[src/rtl/muldiv_pkg.sv]
// Op encoding, FSM states and op-class helpers shared by the HI/LO multiply/divide unit.
package muldiv_pkg;

  typedef enum logic [2:0] {
    OP_MULT  = 3'd0,
    OP_MULTU = 3'd1,
    OP_DIV   = 3'd2,
    OP_DIVU  = 3'd3,
    OP_MADD  = 3'd4,
    OP_MADDU = 3'd5,
    OP_MSUB  = 3'd6,
    OP_MSUBU = 3'd7
  } muldiv_op_e;

  typedef enum logic [1:0] {
    ST_IDLE,
    ST_CALC,
    ST_FIX,
    ST_DONE
  } muldiv_state_e;

  function automatic logic is_div(input muldiv_op_e op);
    return (op == OP_DIV) || (op == OP_DIVU);
  endfunction

  // Even encodings are the signed variants.
  function automatic logic is_signed(input muldiv_op_e op);
    logic [2:0] v;
    v = op;
    return ~v[0];
  endfunction

  function automatic logic is_acc(input muldiv_op_e op);
    logic [2:0] v;
    v = op;
    return v[2];
  endfunction

  function automatic logic is_sub(input muldiv_op_e op);
    logic [2:0] v;
    v = op;
    return v[2] & v[1];
  endfunction

endpackage

[src/rtl/muldiv_div_step.sv]
// One radix-2 restoring division step: shift in the next dividend bit, subtract if it fits.
module muldiv_div_step #(
  parameter int WIDTH = 32
) (
  input  logic [WIDTH-1:0] rem_i,
  input  logic             bit_i,
  input  logic [WIDTH-1:0] div_i,
  output logic [WIDTH-1:0] rem_o,
  output logic             q_o
);

  logic [WIDTH:0] shifted;
  logic [WIDTH:0] diff;

  assign shifted = {rem_i, bit_i};
  assign diff    = shifted - {1'b0, div_i};
  // The partial remainder stays below the divisor, so the top bit of diff is a clean borrow.
  assign q_o     = ~diff[WIDTH];
  assign rem_o   = q_o ? diff[WIDTH-1:0] : shifted[WIDTH-1:0];

endmodule

[src/rtl/hilo_muldiv.sv]
// Iterative signed/unsigned multiply/divide unit feeding HI/LO over a start/ready handshake.
// Define MULDIV_MADD_EN to enable the MADD/MADDU/MSUB/MSUBU accumulate ops.
module hilo_muldiv
  import muldiv_pkg::*;
#(
  parameter int WIDTH    = 32,
  parameter int MUL_BITS = 2
) (
  input  logic             clk,
  input  logic             rst,
  input  logic             start_i,
  input  logic [2:0]       op_i,
  input  logic [WIDTH-1:0] a_i,
  input  logic [WIDTH-1:0] b_i,
  input  logic [WIDTH-1:0] hi_i,
  input  logic [WIDTH-1:0] lo_i,
  input  logic             flush_i,
  output logic             busy_o,
  output logic             ready_o,
  output logic [WIDTH-1:0] hi_o,
  output logic [WIDTH-1:0] lo_o,
  output logic             div_zero_o
);

  localparam int MUL_ITER = WIDTH / MUL_BITS;
  localparam int CNT_W    = $clog2(WIDTH + 1);
  localparam int SUM_W    = WIDTH + MUL_BITS;

  function automatic logic [WIDTH-1:0] neg_if(input logic [WIDTH-1:0] x, input logic en);
    return en ? -x : x;
  endfunction

  function automatic logic [2*WIDTH-1:0] neg2_if(input logic [2*WIDTH-1:0] x, input logic en);
    return en ? -x : x;
  endfunction

  muldiv_state_e         state_q, state_d;
  muldiv_op_e            op;
  logic [CNT_W-1:0]      cnt_q;
  logic [2*WIDTH-1:0]    p_q, p_d, prod, res;
  logic [WIDTH-1:0]      m_q, mag_a, mag_b, rem_next;
  logic signed [WIDTH-1:0] a_s, b_s;
  logic                  is_div_q, sign_a_q, neg_q, dz_q;
  logic                  legal, accept, calc_last, sign_a, sign_b, q_bit;
  logic [SUM_W-1:0]      mul_sum;

  assign op     = muldiv_op_e'(op_i);
  assign a_s    = a_i;
  assign b_s    = b_i;
  assign sign_a = is_signed(op) && (a_s < 0);
  assign sign_b = is_signed(op) && (b_s < 0);
  assign mag_a  = neg_if(a_i, sign_a);
  assign mag_b  = neg_if(b_i, sign_b);

`ifdef MULDIV_MADD_EN
  assign legal = 1'b1;
`else
  assign legal = ~is_acc(op);
`endif

  assign accept    = start_i && !flush_i && legal &&
                     ((state_q == ST_IDLE) || (state_q == ST_DONE));
  assign calc_last = (cnt_q == (is_div_q ? CNT_W'(WIDTH - 1) : CNT_W'(MUL_ITER - 1)));

  always_comb begin
    state_d = state_q;
    busy_o  = (state_q == ST_CALC) || (state_q == ST_FIX);
    ready_o = (state_q == ST_DONE);
    unique case (state_q)
      ST_IDLE, ST_DONE: state_d = ST_IDLE;
      ST_CALC:          if (calc_last) state_d = ST_FIX;
      ST_FIX:           state_d = ST_DONE;
      default:          state_d = ST_IDLE;
    endcase
    if (accept) state_d = (is_div(op) && (b_i == '0)) ? ST_FIX : ST_CALC;
    if (flush_i) state_d = ST_IDLE;
  end

  always_ff @(posedge clk or negedge rst) begin
    if (!rst) begin
      state_q <= ST_IDLE;
      cnt_q   <= '0;
    end else begin
      state_q <= state_d;
      if (accept) cnt_q <= '0;
      else if (state_q == ST_CALC) cnt_q <= cnt_q + CNT_W'(1);
    end
  end

  // Iteration stage: p_q is {partial, multiplier} for multiply and {remainder, quotient} for divide.
  muldiv_div_step #(.WIDTH(WIDTH)) u_div_step (
    .rem_i (p_q[2*WIDTH-1:WIDTH]),
    .bit_i (p_q[WIDTH-1]),
    .div_i (m_q),
    .rem_o (rem_next),
    .q_o   (q_bit)
  );

  assign mul_sum = SUM_W'(p_q[2*WIDTH-1:WIDTH]) + SUM_W'(m_q) * SUM_W'(p_q[MUL_BITS-1:0]);
  assign p_d     = is_div_q ? {rem_next, p_q[WIDTH-2:0], q_bit}
                            : {mul_sum, p_q[WIDTH-1:MUL_BITS]};

  always_ff @(posedge clk) begin
    if (accept) begin
      p_q      <= {{WIDTH{1'b0}}, is_div(op) ? mag_a : mag_b};
      m_q      <= is_div(op) ? mag_b : mag_a;
      is_div_q <= is_div(op);
      sign_a_q <= sign_a;
      neg_q    <= sign_a ^ sign_b;
      dz_q     <= is_div(op) && (b_i == '0);
    end else if (state_q == ST_CALC) begin
      p_q <= p_d;
    end
  end

`ifdef MULDIV_MADD_EN
  logic [2*WIDTH-1:0] acc_q;
  logic               acc_op_q, sub_op_q;

  always_ff @(posedge clk) begin
    if (accept) begin
      acc_q    <= {hi_i, lo_i};
      acc_op_q <= is_acc(op);
      sub_op_q <= is_sub(op);
    end
  end
`else
  logic unused_acc;
  assign unused_acc = ^{hi_i, lo_i};
`endif

  // Fix stage: sign correction, divide-by-zero result and optional accumulate.
  always_comb begin
    prod = neg2_if(p_q, neg_q);
    res  = prod;
    if (dz_q)
      res = {neg_if(p_q[WIDTH-1:0], sign_a_q), {WIDTH{1'b1}}};
    else if (is_div_q)
      res = {neg_if(p_q[2*WIDTH-1:WIDTH], sign_a_q), neg_if(p_q[WIDTH-1:0], neg_q)};
`ifdef MULDIV_MADD_EN
    else if (acc_op_q)
      res = sub_op_q ? (acc_q - prod) : (acc_q + prod);
`endif
  end

  always_ff @(posedge clk or negedge rst) begin
    if (!rst) begin
      hi_o       <= '0;
      lo_o       <= '0;
      div_zero_o <= 1'b0;
    end else if ((state_q == ST_FIX) && !flush_i) begin
      hi_o       <= res[2*WIDTH-1:WIDTH];
      lo_o       <= res[WIDTH-1:0];
      div_zero_o <= dz_q;
    end
  end

endmodule

[config.mk]
export PLATFORM = sky130hd
export DESIGN_NAME = hilo_muldiv
export DESIGN_NICKNAME = d
export VERILOG_FILES = /design/src/rtl/muldiv_pkg.sv /design/src/rtl/muldiv_div_step.sv /design/src/rtl/hilo_muldiv.sv
export SDC_FILE = /design/constraint.sdc
export NUM_CORES = 1
export LEC_CHECK = 0
export ABC_CLOCK_PERIOD_IN_PS = 4100
export CAP_MARGIN = 20
export CORE_MARGIN = 4
export CORE_UTILIZATION = 45
export DETAILED_ROUTE_END_ITERATION = 12
export GPL_ROUTABILITY_DRIVEN = 0
export GPL_TIMING_DRIVEN = 1
export PLACE_DENSITY = 0.67
export SLEW_MARGIN = 20
export SYNTH_ARGS = -nofsm -noshare
export SYNTH_HDL_FRONTEND = slang
export SYNTH_HIERARCHICAL = 1
export SYNTH_SLANG_ARGS = --single-unit
[constraint.sdc]
create_clock -name clk -period 4.1 [get_ports clk]
set_input_delay 0.82 -clock clk [delete_from_list [all_inputs] [get_ports clk]]
set_output_delay 0.82 -clock clk [all_outputs]
set_load 0.01 [all_outputs]
# Yosys cells after proc, flatten, opt, wreduce, memory -nomap -nowiden

Index checks and enable logic that the tools add are counted.

Register bits: 173
Output and inout port bits: 67
Input port bits: 135
Word-level logic and storage cells: 71

Bitwise operators: 4
Reduce and logical (&&, ||, !) cells: 15
Add/subtract/negate cells: 8
Eq/ne operators: 7
Muxes and demuxes: 22
Multiply operators: 1
$lt $le $gt $ge: 2

Operators by type and width:

| operator                                                              | number |
|---|---|
| 32-bit 2-to-1 mux                                                     | 10 |
| 64-bit 2-to-1 mux                                                     | 4 |
| 32-bit negator                                                        | 4 |
| 32-bit by 1-bit < comparator with 1-bit output, second input constant | 2 |
| 64-bit negator                                                        | 1 |
| 32-bit by 34-bit adder with 34-bit output                             | 1 |
| 32-bit by 2-bit multiplier with 34-bit output                         | 1 |
| 33-bit by 32-bit subtractor with 33-bit output                        | 1 |
| 32-bit zero test                                                      | 1 |
| 6-bit 2-to-1 mux                                                      | 2 |
| 2-bit 2-to-1 mux                                                      | 4 |
| 1-bit logical AND                                                     | 7 |
| 6-bit by 1-bit adder with 6-bit output, second input constant         | 1 |
| 3-bit by 2-bit == test with 1-bit output, second input constant       | 2 |
| 6-bit by 5-bit == test with 1-bit output                              | 1 |
| 2-bit one-hot mux with 3 select lines                                 | 1 |
| 5-bit 2-to-1 mux                                                      | 1 |
| 2-bit == test, second input constant                                  | 2 |
| 4-bit != test, second input constant                                  | 1 |
| 1-bit logical OR                                                      | 3 |
| 1-bit inverter                                                        | 3 |
| 2-bit by 1-bit == test with 1-bit output, second input constant       | 1 |
| 2-bit zero test                                                       | 1 |
| 2-bit nonzero test                                                    | 1 |
| 3 further kinds                                                       | 3 |

# Logic depth before layout (Yosys ltp)

Gate-level depths: netlist (run 1).

Word-level depth: 6
Mapped depth: 19
Gate-level depth less buffers: 17

# Hierarchy

The synthesis (run 1) kept the hierarchy.

By module, submodules not included:

| module          | cells each | sequential area each (µm²) | area an instance (µm²) | instances |
|---|---|---|---|---|
| hilo_muldiv     | 1683       | 4509.3                     | 14141.1                | 1 |
| muldiv_div_step | 305        | 0.0                        | 2358.5                 | 1 |

# Worst setup path before layout (run 1)

OpenSTA, ideal clock, no wires.

Path kind: reg2reg
Start point: register p_q[1]
End point: register p_q[61]
Arrival time: 3.607 ns
Period minus slack after synthesis: 3.728 ns
Library setup time: 0.122 ns
Slack: 0.372 ns
Data required time: 3.978 ns
Buffers on the path: 2
Cell stages (with the launch flop): 14
Cell sequence: edfxtp_1 clkbuf_1 clkbuf_1 nand2_1 fa_1 inv_1 fa_1 a211oi_1 o21ai_0 a221oi_1 a211oi_1 o21ai_1 nor4_1 a221o_1

Word-level cells in the longest chain between the ends: 3

RTL lines:

| element                                       | line               | RTL |
|---|---|---|
| start: declaration                            | hilo_muldiv.sv:40  | `logic [2*WIDTH-1:0] p_q, p_d, prod, res;` |
| start signal: assignment                      | hilo_muldiv.sv:105 | `p_q <= {{WIDTH{1'b0}}, is_div(op) ? mag_a : mag_b};` |
| start signal: assignment                      | hilo_muldiv.sv:112 | `p_q <= p_d;` |
| 32-bit by 2-bit multiplier with 34-bit output | hilo_muldiv.sv:99  | `assign mul_sum = SUM_W'(p_q[2*WIDTH-1:WIDTH]) + SUM_W'(m_q) * SUM_W'(p_q[MUL_BITS-1:0]);` |
| 32-bit by 34-bit adder with 34-bit output     | hilo_muldiv.sv:99  |  |
| 64-bit 2-to-1 mux                             | hilo_muldiv.sv:100 | `assign p_d = is_div_q ? {rem_next, p_q[WIDTH-2:0], q_bit}` |

Every way passes these cells.
A chain may end at the register's enable or synchronous reset.

# Worst setup path after layout (run 1)

Start point: register m_q[1]
End point: register p_q[61]

Word-level cells in the longest chain between the ends: 3
Elaborated cells between the ends (all ways): 5
Classes of those cells: add/sub (2); mul (1); mux (2)

RTL lines:

| element                                                                                                         | line                                     | RTL |
|---|---|---|
| start: declaration                                                                                              | hilo_muldiv.sv:41                        | `logic [WIDTH-1:0] m_q, mag_a, mag_b, rem_next;` |
| start signal: assignment                                                                                        | hilo_muldiv.sv:106                       | `m_q <= is_div(op) ? mag_b : mag_a;` |
| 32-bit by 2-bit multiplier with 34-bit output or 33-bit by 32-bit subtractor with 33-bit output (tied branches) | hilo_muldiv.sv:99, muldiv_div_step.sv:16 |  |
| 32-bit by 34-bit adder with 34-bit output or 32-bit 2-to-1 mux (tied branches)                                  | hilo_muldiv.sv:99, muldiv_div_step.sv:19 |  |
| 64-bit 2-to-1 mux *                                                                                             | hilo_muldiv.sv:100                       |  |

Every way passes the cells marked *; elsewhere a longest branch is shown, timed or not.

==> results.yml, run 1 <==
die:
  core_sq_mm: 0.0358
  ioPinCount: 202
  initial_utilization_pct: 46.1
  die_h_um: 199
  fp-row-count: 69
  die_w_um: 199
  design.die.area_sq_mm: 0.0398
detailed_routing:
  antenna_left: 0
  vias: 15494
  drt_wl_total_um: 54300
  drtIter0Drc: 1594
  wire_per_inst_um: 21.3
  drc: 0
  via_per_inst: 6.08
  dr.pass1.iters: 8
logic_synthesis:
  ys_ff_latch: 173
  ys_seq_area_share_pct: 27.3
  synth_most_common_cell: "nand2_1"
  synth_area_sq_mm: 0.0165
  synth_edf_count: 68
  yosys-top-cells-count: "nand2_1 (228), a21oi_1 (148), inv_1 (146)"
  yosysTopAreaCellShare_pct: 12.4
  synth_cell_types: 99
  syn_nets: 2229
  synth_area_leaders: "edfxtp_1 (12%), dfrtp_1 (11%), xnor2_1 (6.1%)"
  synth-async-reset-ratio_pct: 42.2
  yosysTopAreaCell: "edfxtp_1"
  yosysWarnings: 6
  syn_inst: 1988
  synth_ff_type: "dfrtp_1"
  synth.avg_cell_area_sq_um: 8.30
timing:
  setup_viol: 0
  fmax_mhz: 250
  fin_worst_skew_ns: 0.0144
  hold_ws_ns: 0.471
  tightest_slew_ns: 0.939
  maxSlewHeadroom_pct: 37.4
  tns_ns: 0
  min_period_over_period_pct: 97.5
  hold_violations: 0
  rsz0062_at_grt: "no"
  period_minus_slack_ns: 4.00
  slew_viol_final: 0
clock_tree:
  cts_tree: "built"
  cts.sinks: 173
  cts_resized: 0
  clockBufferDepth: 2
  hold_buffers: 0
  worstSkewPairLatency_ns: 0.45
  cts_htree_levels: 4
  clock-root-buffer: "clkbuf_16"
  post_cts_buffers: 0
  numCtsBuffers: 17
  path_clk_slew_ns: 0.08
worst_setup_path:
  required_ns: 4.44
  worstPathArrival_ns: 4.34
  r2r_start: "m_q[1]"
  reg2reg_slack_ns: 0.10
  crit_type: "flop to flop"
  crit_path_top_delay_cell: "a211oi_1"
  reg2reg_to: "p_q[61]"
  cp_top_family: "compound AO/OA/AOI/OAI gates"
  end_kind: "flop"
  cpPeakStageDelay_ns: 0.49
  crit_fanout: 5
  worstRegToRegCells: 12
  critPathBufInv: 1
  crit_path_start_kind: "flop"
  path_cells: "and2_1, fa_1, ha_1, fa_1, a211oi_1, o21ai_0, a221oi_1, buf_4, a211oi_1, o21ai_1, nor4_1, a221o_1"
power_and_ir_drop:
  vdd_drop_max_uv: 327
  powerDensity_mw_per_mm2: 742
  leakagePower_nw: 7.90
grt:
  grt_pass1_vias: 14714
  grt_use_total_pct: 26.4
  grt_pass1_wl_um: 82500
  antenna_found_initial: 0
  grt_max_degree: 74
  grt-ovfl-total: 0
run:
  drv_cap: 0
final_layout:
  syn_to_final_growth_pct: 14.0
  antennaDiodeCount: 0
  final_area_sq_mm: 0.0188
  drive_gt1_share_pct: 7.14
  nNetsFinal: 2314
min_path:
  holdPathStages: 2
  min_to: "lo_o[0]"
  hold_start: "lo_o[0]"
  hold_path_class: "flop to flop"
outcome:
  outcome: "finished, final reports clean"
placement:
  hpwl_um: 42700
  placed_cell_area_sq_mm: 0.0183
  portBuffers: 137
-- kinds of logic after synthesis --
| logic type | count (synthesis) | synth area share (%) |
|---|---|---|
| multiplexers | 105 | 7.07 |
| flip-flops | 173 | 27.3 |
| XOR/XNOR | 201 | 10.7 |
| AO/OA/AOI/OAI | 518 | 20.3 |
| buffers and inverters | 265 | 6.94 |
| adder cells (fa/ha/maj) | 106 | 9.54 |
| AND/OR/NAND/NOR | 620 | 18.2 |
-- worst reg2reg max path: stages, from the launching register on --
cell,delay [ns]
edfxtp_1,0.45
and2_1,0.20
fa_1,0.44
ha_1,0.26
fa_1,0.43
a211oi_1,0.49
o21ai_0,0.21
a221oi_1,0.29
buf_4,0.20
a211oi_1,0.15
o21ai_1,0.42
nor4_1,0.08
a221o_1,0.26
-- area by class of cell --
class                      instances  area, sq um
fill                            3327        17000
timing repair buffer             184         1750
inverter                         147          559
tap                              461          577
clock buffer                      17          425
clock inverter                    15          134
multi-input combinational       1550        10900
sequential                       173         4510
-- placed cells by master (no fill, tap or decap), types with 8 or more instances in the layout --
cell,n
o31ai_1,22
nand4_1,18
nand3_1,63
fa_1,33
o211ai_1,9
buf_4,46
mux2_4,19
o41ai_1,13
a21oi_1,148
o22a_1,9
xor2_1,86
ha_1,72
xnor2_1,115
nor2b_1,19
o21bai_1,8
clkbuf_16,17
and2_1,15
edfxtp_1,68
or3_1,14
or4_1,9
dfrtp_1,73
o21ai_0,123
inv_1,144
a21o_1,33
a2bb2oi_1,8
o21a_1,11
nor3_1,40
and3_1,14
nand2b_1,14
a211oi_1,15
mux2i_1,79
o221ai_1,18
o22ai_1,11
clkdlybuf4s50_1,136
nand2_1,228
nor2_1,123
dfxtp_1,32
nor4_1,16
a31oi_1,22
-- worst max-delay path by stage --
stage                       from  endpoint  cells after the start
after floorplan           p_q[1]   p_q[61]                     13
after global placement    m_q[0]   p_q[60]                     15
after detailed placement  m_q[1]   p_q[61]                     12
after CTS                 m_q[0]   p_q[42]                     16
after global routing      m_q[0]   p_q[42]                     16
final                     m_q[1]   p_q[61]                     12
-- metrics by stage --
stage	std cells	setup WS, ns	utilization (%)	total power [W]
final	2547	0.104	52.5	0.0140
after global routing	2547	0.00903	52.5	0.0149
after CTS	2547	0.190	52.5	0.0138
after detailed placement	2515	0.201	50.9	0.0122
after global placement	2515	0.231	50.9	0.0120
after floorplan	1988	0.372	-	0.00956
-- layer usage --
layer  up-vias  global-route usage [%]  share of wire [%]
li1       7233                       -                  -
met1      7533                    35.5                 42
met2       636                    43.4                 47
met3        92                    4.01                7.1
met4         0                    9.64                3.5
met5         -                       0                  0
-- report_power, final --
part | total, W | switching (W) | internal (W)
clock network | 0.00160 | 0.000803 | 0.000799
logic | 0.00911 | 0.00513 | 0.00399
registers | 0.00324 | 0.000767 | 0.00247
total | 0.0140 | 0.00670 | 0.00726
-- registers in the layout (all words and copies together) (netlist names) --
register    count
p_q            64
hi_o           32
lo_o           32
m_q            32
cnt_q           6
state_q         2
div_zero_o      1
dz_q            1
is_div_q        1
neg_q           1
sign_a_q        1
No activity file was read; power rests on OpenSTA's default activity.
==> run 2: changes to the inputs <==
- CTS_CLUSTER_DIAMETER: not set -> 30
==> results of run 2 <==
Same layout as run 1: the final DEF is identical, and so are final timing and power.
